[src/rtl/load_align_unit.sv]
// Load path for the memory stage: issues word-aligned reads (two for a misaligned
// access), then extracts and sign/zero-extends the addressed bytes.
module load_align_unit #(
    parameter bit          ALLOW_MISALIGNED = 1'b1,
    parameter int unsigned WAIT_LIMIT       = 255
) (
    input  logic        clk,
    input  logic        rst,
    input  logic        req_valid,
    output logic        req_ready,
    input  logic [31:0] req_addr,
    input  logic [2:0]  req_funct3,
    output logic        mem_re,
    output logic [31:0] mem_addr,
    input  logic        mem_rvalid,
    input  logic [31:0] mem_rdata,
    output logic        resp_valid,
    output logic [31:0] resp_data,
    output logic        resp_err,
    output logic        stall
);

    typedef enum logic [1:0] {IDLE, RD0, RD1, RESP} state_t;

    localparam logic [7:0] LAST_WAIT = 8'(WAIT_LIMIT - 1);

    state_t      state_q;
    logic [2:0]  funct3_q;
    logic [1:0]  offset_q;
    logic        split_q;
    logic [7:0]  cnt_q;
    logic [31:0] word0_q;
    logic [31:0] word1_q;
    logic        mem_re_q;
    logic [31:0] mem_addr_q;
    logic        resp_valid_q;
    logic [31:0] resp_data_q;
    logic        resp_err_q;

    logic        req_legal;
    logic        req_misaligned;
    logic        req_split;
    logic        rvalid_ok;
    logic        waited_out;
    logic [31:0] lo_word;
    logic [31:0] hi_word;
    logic [63:0] shifted;
    logic [31:0] load_d;

    // Classify the incoming request before it is captured.
    always_comb begin
        req_legal      = 1'b0;
        req_misaligned = 1'b0;
        req_split      = 1'b0;
        case (req_funct3)
            3'b000, 3'b100: req_legal = 1'b1;
            3'b001, 3'b101: begin
                req_legal      = 1'b1;
                req_misaligned = req_addr[0];
                req_split      = (req_addr[1:0] == 2'b11);
            end
            3'b010: begin
                req_legal      = 1'b1;
                req_misaligned = (req_addr[1:0] != 2'b00);
                req_split      = (req_addr[1:0] != 2'b00);
            end
            default: ;
        endcase
    end

    // Data arriving now completes the access, so the result is built from it directly.
    always_comb begin
        lo_word = (state_q == RD1) ? word0_q : mem_rdata;
        hi_word = (state_q == RD1) ? mem_rdata : 32'h0;
        shifted = {hi_word, lo_word} >> {offset_q, 3'b000};
        case (funct3_q)
            3'b000:  load_d = {{24{shifted[7]}}, shifted[7:0]};
            3'b100:  load_d = {24'h0, shifted[7:0]};
            3'b001:  load_d = {{16{shifted[15]}}, shifted[15:0]};
            3'b101:  load_d = {16'h0, shifted[15:0]};
            3'b010:  load_d = shifted[31:0];
            default: load_d = 32'h0;
        endcase
    end

    // Data returned in the same cycle as the strobe belongs to no read of ours.
    assign rvalid_ok  = mem_rvalid && !mem_re_q;
    assign waited_out = (cnt_q == LAST_WAIT);

    always_ff @(posedge clk) begin
        if (rst) begin
            state_q      <= IDLE;
            funct3_q     <= 3'b000;
            offset_q     <= 2'b00;
            split_q      <= 1'b0;
            cnt_q        <= 8'h0;
            word0_q      <= 32'h0;
            word1_q      <= 32'h0;
            mem_re_q     <= 1'b0;
            mem_addr_q   <= 32'h0;
            resp_valid_q <= 1'b0;
            resp_data_q  <= 32'h0;
            resp_err_q   <= 1'b0;
        end else begin
            mem_re_q     <= 1'b0;
            resp_valid_q <= 1'b0;
            case (state_q)
                IDLE: begin
                    if (req_valid) begin
                        funct3_q <= req_funct3;
                        offset_q <= req_addr[1:0];
                        split_q  <= req_split;
                        word1_q  <= 32'h0;
                        if (!req_legal || (req_misaligned && !ALLOW_MISALIGNED)) begin
                            state_q      <= RESP;
                            resp_valid_q <= 1'b1;
                            resp_err_q   <= 1'b1;
                            resp_data_q  <= 32'h0;
                        end else begin
                            state_q    <= RD0;
                            mem_re_q   <= 1'b1;
                            mem_addr_q <= {req_addr[31:2], 2'b00};
                            cnt_q      <= 8'h0;
                        end
                    end
                end
                RD0, RD1: begin
                    if (rvalid_ok) begin
                        if (state_q == RD0) begin
                            word0_q <= mem_rdata;
                        end else begin
                            word1_q <= mem_rdata;
                        end
                        if (state_q == RD0 && split_q) begin
                            state_q    <= RD1;
                            mem_re_q   <= 1'b1;
                            mem_addr_q <= mem_addr_q + 32'd4;
                            cnt_q      <= 8'h0;
                        end else begin
                            state_q      <= RESP;
                            resp_valid_q <= 1'b1;
                            resp_err_q   <= 1'b0;
                            resp_data_q  <= load_d;
                        end
                    end else if (!mem_re_q) begin
                        if (waited_out) begin
                            state_q      <= RESP;
                            resp_valid_q <= 1'b1;
                            resp_err_q   <= 1'b1;
                            resp_data_q  <= 32'h0;
                        end else begin
                            cnt_q <= cnt_q + 8'd1;
                        end
                    end
                end
                RESP: state_q <= IDLE;
                default: state_q <= IDLE;
            endcase
        end
    end

    assign req_ready  = (state_q == IDLE);
    assign stall      = (state_q != IDLE);
    assign mem_re     = mem_re_q;
    assign mem_addr   = mem_addr_q;
    assign resp_valid = resp_valid_q;
    assign resp_data  = resp_data_q;
    assign resp_err   = resp_err_q;

endmodule

[config.mk]
export PLATFORM = sky130hd
export DESIGN_NAME = load_align_unit
export DESIGN_NICKNAME = d
export VERILOG_FILES = /design/src/rtl/load_align_unit.sv
export SDC_FILE = /design/constraint.sdc
export NUM_CORES = 1
export LEC_CHECK = 0
export BUFFER_PORTS_ARGS = -buffer_cell sky130_fd_sc_hd__buf_2
export CORE_UTILIZATION = 50
export CTS_CLUSTER_SIZE = 10
export DETAILED_ROUTE_END_ITERATION = 7
export PLACE_DENSITY_LB_ADDON = 0.3
export SLEW_MARGIN = 20
export SYNTH_ARGS = -nofsm -noshare
export SYNTH_HDL_FRONTEND = slang
export SYNTH_SLANG_ARGS = --single-unit
[constraint.sdc]
create_clock -name clk -period 5.35 [get_ports clk]
set_clock_uncertainty 0.2 [all_clocks]
set_input_delay 0.535 -clock clk [delete_from_list [all_inputs] [get_ports clk]]
set_output_delay 0.535 -clock clk [all_outputs]
set_load 0.01 [all_outputs]
### Word-level counts from Yosys, hierarchy flattened

Cells that the tools add are included.

| word-level totals | value |
|---|---|
| register bits after elaboration | 115 |
| bits of input ports | 71 |
| logic and storage cells | 105 |
| output and inout port bits | 69 |

| cells by class | value |
|---|---|
| shifts and indexed selects | 1 |
| muxes and demuxes | 50 |
| reduce and logical (&&, ||, !) cells | 18 |
| eq/ne operators | 23 |
| $add $sub $neg | 2 |

Operator list:

| kind | count |
|---|---|
| $mux 32 | 12 |
| $pmux 32 s5 | 1 |
| $pmux 32 s2 | 2 |
| $shr 64x5->32 | 1 |
| $mux 8 | 6 |
| $add 32x3->32 const B | 1 |
| $mux 1 | 18 |
| $pmux 8 s2 | 1 |
| $ne 3x3->1 const B | 5 |
| $eq 3x3->1 const B | 4 |
| $reduce_and 6->1 | 2 |
| $mux 2 | 5 |
| $add 8x1->8 const B | 1 |
| $eq 8x8->1 const B | 1 |
| $ne 2x2->1 const B | 4 |
| $pmux 1 s2 | 4 |
| $eq 2x2->1 const B | 3 |
| $eq 3x1->1 const B | 2 |
| $eq 3x2->1 const B | 2 |
| $logic_not 3->1 | 2 |
| $pmux 2 s3 | 1 |
| $reduce_and 3->1 | 2 |
| $reduce_bool 2->1 | 3 |
| $reduce_and 5->1 | 1 |
| other kinds (8) | 10 |

### Depth between registers and ports, before layout

| logic depth | value |
|---|---|
| depth in word-level cells | 7 |
| gate-level depth with buffers | 11 |
| mapped depth without buffers | 7 |

### Least setup slack after synthesis

OpenSTA, ideal clock, no wires.

| timing path | value |
|---|---|
| path type | register to register |
| start point | register state_q[0] |
| end point | register resp_data_q[30], in the netlist resp_data[30] |
| data arrival time | 2437 ps |
| cell stages (with the launch flop) | 9 |
| period minus slack after synthesis | 2695 ps |
| path slack | 2655 ps |
| setup time | 58 ps |
| required time | 5092 ps |
| path buffers | 1 |
| path through | dfxtp_1 inv_1 ha_1 nor2b_1 a21oi_1 o21ai_1 a2111oi_2 dlymetal6s2s_1 a221o_2 |

| between the ends | value |
|---|---|
| elaborated cells on any way between the ends | 19 |

RTL lines:

| element | RTL line | RTL |
|---|---|---|
| start: declaration | 27 | `state_t state_q;` |
| start signal: assignment | 92 | `state_q <= IDLE;` |
| start signal: assignment | 115 | `state_q <= RESP;` |
| start signal: assignment | 120 | `state_q <= RD0;` |
| $logic_not 2->1 * | n/a |  |
| via req_ready | 10 | `output logic req_ready,` |
| $ne 2x2->1 (no line) / $reduce_bool 2->1 (equally long branches) | n/a |  |
| $reduce_and 6->1 (no line) | n/a |  |
| end signal: assignment | 143 | `resp_data_q <= load_d;` |
| end: declaration | 37 | `logic [31:0] resp_data_q;` |

Mark *: on every way through the listed nets, which the timed path passes. The rest lies on a longest branch. The select of a mux whose other input is x is not followed.
A chain may end at the register's enable or synchronous reset.

### Worst setup path in the final report

| timing path | value |
|---|---|
| start point | register state_q[0] |
| end point | register resp_data_q[17], in the netlist resp_data[17] |

| between the ends | value |
|---|---|
| longest elaborated chain between the ends | 7 |
| elaborated cells on any way between the ends | 19 |

RTL lines:

| element | RTL line | RTL |
|---|---|---|
| $eq 2x2->1 | 73, 74, 107 |  |
| $mux 32 (on tied branches) | 73, 74 |  |
| $shr 64x5->32 | 75 | `shifted = {hi_word, lo_word} >> {offset_q, 3'b000};` |
| $pmux 32 s5 | 76 | `case (funct3_q)` |
| $mux 32 | 134 | `if (state_q == RD0 && split_q) begin` |
| $mux 32 | 128 | `if (rvalid_ok) begin` |
| $pmux 32 s2 | 107 | `case (state_q)` |

Parallel ways exist; a longest one is shown, timed or not. The select of a mux whose other input is x is not followed.

==> metrics list <==
- Category of cells accounting for the largest share of critical-path delay: simple AND/OR/NAND/NOR gates
* IO Pins: 140
- Worst reg2reg path depth: 8
- The critical path crosses 8 cells after its start point.
- In the routed design, unresolved DRC markers number 0.
- Cell area after layout: between 0.007 and 0.008 mm2
* Final Power: 4.21 mW
- Standard-cell rows: 41
- In this run the critical register-to-register path is launched from state_q[0]$_SDFFE_PP0P_.
- In this run the worst hold path is classified as in2reg.
* Number of diodes added for antenna fixing: 0
- Syn Inst Count: ~820
- TritonCTS created 17 clock buffers.
* Pin count of the biggest net entering global routing: 71
- Total overflow reported by the global router: 0
- The largest single stage delay on the critical path is between 0.7 and 0.8 ns.
- The slowest stage of the critical path is the sky130_fd_sc_hd__and2_0 cell.
* Horiz. Die Dim: roughly 120 um
- MaxCap Viol Count: 0
* Via-to-Cell Ratio: around 6.0
* Via count of the first global-routing pass: 6029
* Biggest fanout along the worst timing path: between 50 and 60
* Source-to-sink clock delay at the later pin of the worst-skew pair: approximately 0.42 ns
- Data on the critical path arrives at its endpoint at 3.68 ns.
- The max-slew violation total from the final report was 0.
* Remaining number of nets flagged by the antenna check after routing: 0
- Among the stages of the critical path, the cell type that occurs most often is sky130_fd_sc_hd__buf_4.
- Number of enable-type register cells in the synthesized netlist: 0
- By startpoint and endpoint, the worst setup path is classified as reg2reg.
* Worst hold path depth: 3
* CTS HTree Levels: 4
- The first global-routing pass estimated between 20 and 30 mm of wire.
- Element type at the critical path end: flip-flop
- Initial antenna violation count: 0
* Start point of the worst hold path: mem_rdata[29]
- Part of the Yosys area used for sequential elements: about a third
- Cell type contributing the most total cell area after synthesis: sky130_fd_sc_hd__dfxtp_1
- After synthesis, the cell types taking the most area are sky130_fd_sc_hd__dfxtp_1 (34%), sky130_fd_sc_hd__nand2_1 (7.1%), sky130_fd_sc_hd__a21oi_1 (6.7%).
- Detailed Route WL: 18.8 mm
* Reported leakage power: just over 3 nW
- Initial standard-cell utilization of the core: between 50% and 60%
- Fin crit share: 65.7%
- Hold timing on the final database bottoms out at a slack of between 0.15 and 0.2 ns.
* Critical path startpoint category: flip-flop
* Area occupied by registers: 0.00226 mm2
- Achievable frequency: roughly 280 MHz
- Area of the die: between 0.01 and 0.015 mm2
* Buffers & Inverters on Critical Path: 3
- Once the clock tree was built, the resizer swapped 0 gates to a different size.
- OpenSTA, run right after detailed placement, puts the worst setup slack at approximately 1.9 ns.
- Summing all multi-input logic gate instances after layout gives 0.00399 mm2.
- After filler insertion, the fill cell instance count of the layout stands at about 1200.
* Pre-Repair DR Iteration Count: 5
* Instance area at placement: about 0.0073 mm2
* Worst reg-to-reg setup slack: between 1.5 and 2 ns
- Relative to the synthesized area, the layout overhead comes to 19.9%.
- Number of synthesized register bits: between 100 and 150
* Number of distinct library cells after synthesis: 67
- Outcome: complete, no violations
- Crit path time final: roughly 3.5 ns
* Final setup vio count: 0
- Post-synth ARST share: 0%
- Warnings from Yosys: 0
- Routability congestion estimate from global placement: 0.858
- After the last flow step, the layout net total stands at between 1000 and 1500.
- By instance count, the leading cell after synthesis is sky130_fd_sc_hd__nand2_1.
- Total via count in the routed design: between 6000 and 7000
- TritonCTS built the clock tree.
- The worst pin sits at a relative slew slack of between 30% and 40%.
* Wire length per cell: about 17 um
* Tightest Pin Transition: 1.03 ns
- Worst-path clk slew: around 0.050 ns
* Library cell used as clock root buffer: sky130_fd_sc_hd__clkbuf_16
- Destination of the worst hold path: word0_q[29]$_SDFFE_PP0P_
- Total of buffers placed on input and output ports: roughly 140
* Crit Reg-Reg Endpoint: resp_data[17]$_SDFFE_PP0P_
* Power density relative to cell area: between 500 and 600 mW/mm2
- Commonest register cell after synthesis: sky130_fd_sc_hd__dfxtp_1
* Height of the chip: 117 um
- Non-Filler Instances: roughly 1100
- After detailed placement, the design holds a cell count of ~1100.
- Ranked by instance count, the synthesized netlist is headed by sky130_fd_sc_hd__nand2_1 (125), sky130_fd_sc_hd__dfxtp_1 (113), sky130_fd_sc_hd__a21oi_1 (88), sky130_fd_sc_hd__mux2i_1 (44), sky130_fd_sc_hd__clkbuf_1 (43).
- In this run the cell area of the synthesized design comes to between 0.006 and 0.007 mm2.
- Post-CTS Setup Repair Bufs: 0
- The share of synthesized area in the top cell type comes to 34.3%.
- The total count of hold-check failures in the final report was 0.
- The critical path goes through inv_1 -> ha_1 -> buf_4 -> nand2_1 -> o211ai_1 -> and2_0 -> buf_4 -> a221o_1.
- Initial detailed-routing violation count: ~540
- Of the cells placed in the final design, the portion with a size suffix greater than 1 is 22.6%.
* Total global-route track usage: approximately 28%
* Required time worst endpoint: 5.51 ns
- The tree built by TritonCTS fans out to ~110 sinks.
- Setup repair after global routing left no endpoint under its margin.
- Setup total negative slack on the finished layout was measured at 0 ns.
* Setup slack of the critical path after layout: 1.83 ns
- Average size of a mapped cell: 8.01 um2
* Quantity of hold-fixing buffers added after cts: 0
- After legalization and detailed placement, the total HPWL measured between 10 and 15 mm.
* Core region area: between 0.01 and 0.015 mm2
- Number of buffers on the longest clock path: 2
- Maximum resistive drop on vdd: around 320 uV
* Core occupancy in the finished layout: a little over 60%
power breakdown:
group | leakage (nW) | internal (mW) | total (mW) | switching [mW]
logic | 1.82 | 0.658 | 1.77 | 1.12
registers | 0.918 | 1.01 | 1.24 | 0.228
clock network | 0.307 | 0.807 | 1.20 | 0.395
layout by cell type (no fill, tap or decap), types with 10 or more instances in the layout:
| cell type | instances |
|---|---|
| sky130_fd_sc_hd__buf_2 | 137 |
| sky130_fd_sc_hd__nand2_1 | 124 |
| sky130_fd_sc_hd__dfxtp_1 | 111 |
| sky130_fd_sc_hd__a21oi_1 | 88 |
| sky130_fd_sc_hd__mux2i_1 | 44 |
| sky130_fd_sc_hd__nor2_1 | 36 |
| sky130_fd_sc_hd__nand3_1 | 35 |
| sky130_fd_sc_hd__o21ai_0 | 23 |
| sky130_fd_sc_hd__a211oi_1 | 23 |
| sky130_fd_sc_hd__nor2b_1 | 22 |
| sky130_fd_sc_hd__inv_1 | 18 |
| sky130_fd_sc_hd__a31oi_1 | 17 |
| sky130_fd_sc_hd__clkbuf_16 | 17 |
| sky130_fd_sc_hd__a22oi_1 | 15 |
| sky130_fd_sc_hd__nor3_1 | 13 |
| sky130_fd_sc_hd__nand4_1 | 12 |
| sky130_fd_sc_hd__a21o_1 | 12 |
| sky130_fd_sc_hd__a21boi_0 | 11 |
| sky130_fd_sc_hd__o31ai_1 | 11 |
| sky130_fd_sc_hd__a221o_2 | 10 |
final cells by class:
type | instances | share of cell area [%]
sequential | 113 | 28.6
clock buffer | 20 | 5.90
tap | 172 | 2.72
timing repair buffer | 145 | 9.43
inverter | 19 | 0.902
multi-input combinational | 625 | 50.4
clock inverter | 11 | 2.02
tightest hold or removal path: cells and delay by family:
kind / cells / cell delay, ns
AOI/OAI and AO/OA: 1 / 0.05
buffers and inverters: 1 / 0.11
and+or+nand+nor: 1 / 0.05
sequential cells by signal, indices dropped and copies added, names as in the netlist:
name and flops:
split_q 1, mem_addr 30, resp_err 1, state_q 2, mem_re 1, resp_valid 1
cnt_q 8, resp_data 32, offset_q 2, funct3_q 3, word0_q 32
layer usage:
metal  GRT usage, %  vias up  routed length (um)
li1               -     3241                   -
met1           36.8     3077                8290
met2           44.3      290                8430
met3           5.82       47                1370
met4           15.6        0                 682
met5              0        -                   0
cells by family (layout without fill, tap and decap cells):
group	count (synthesis)	after routing	synth area share, %
buffers and inverters	87	195	5.61
adder cells (fa/ha/maj)	10	10	1.90
flip-flops	113	113	34.3
AND/OR/NAND/NOR	295	295	21.7
multiplexers	54	54	8.73
AO/OA/AOI/OAI	264	264	27.7
other	1	2	0.0568
worst max path at each step:
stage | start | end | slack, ns
after floorplan | state_q[0]$_SDFFE_PP0P_ | resp_data[30]$_SDFFE_PP0P_ | 2.66
after global placement | state_q[0]$_SDFFE_PP0P_ | resp_data[27]$_SDFFE_PP0P_ | 1.96
after detailed placement | state_q[0]$_SDFFE_PP0P_ | resp_data[17]$_SDFFE_PP0P_ | 1.87
after CTS | state_q[0]$_SDFFE_PP0P_ | resp_data[17]$_SDFFE_PP0P_ | 1.86
after global routing | state_q[1]$_SDFFE_PP0P_ | resp_data[22]$_SDFFE_PP0P_ | 1.56
final | state_q[0]$_SDFFE_PP0P_ | resp_data[17]$_SDFFE_PP0P_ | 1.83
(Power assumes the default switching activity.)
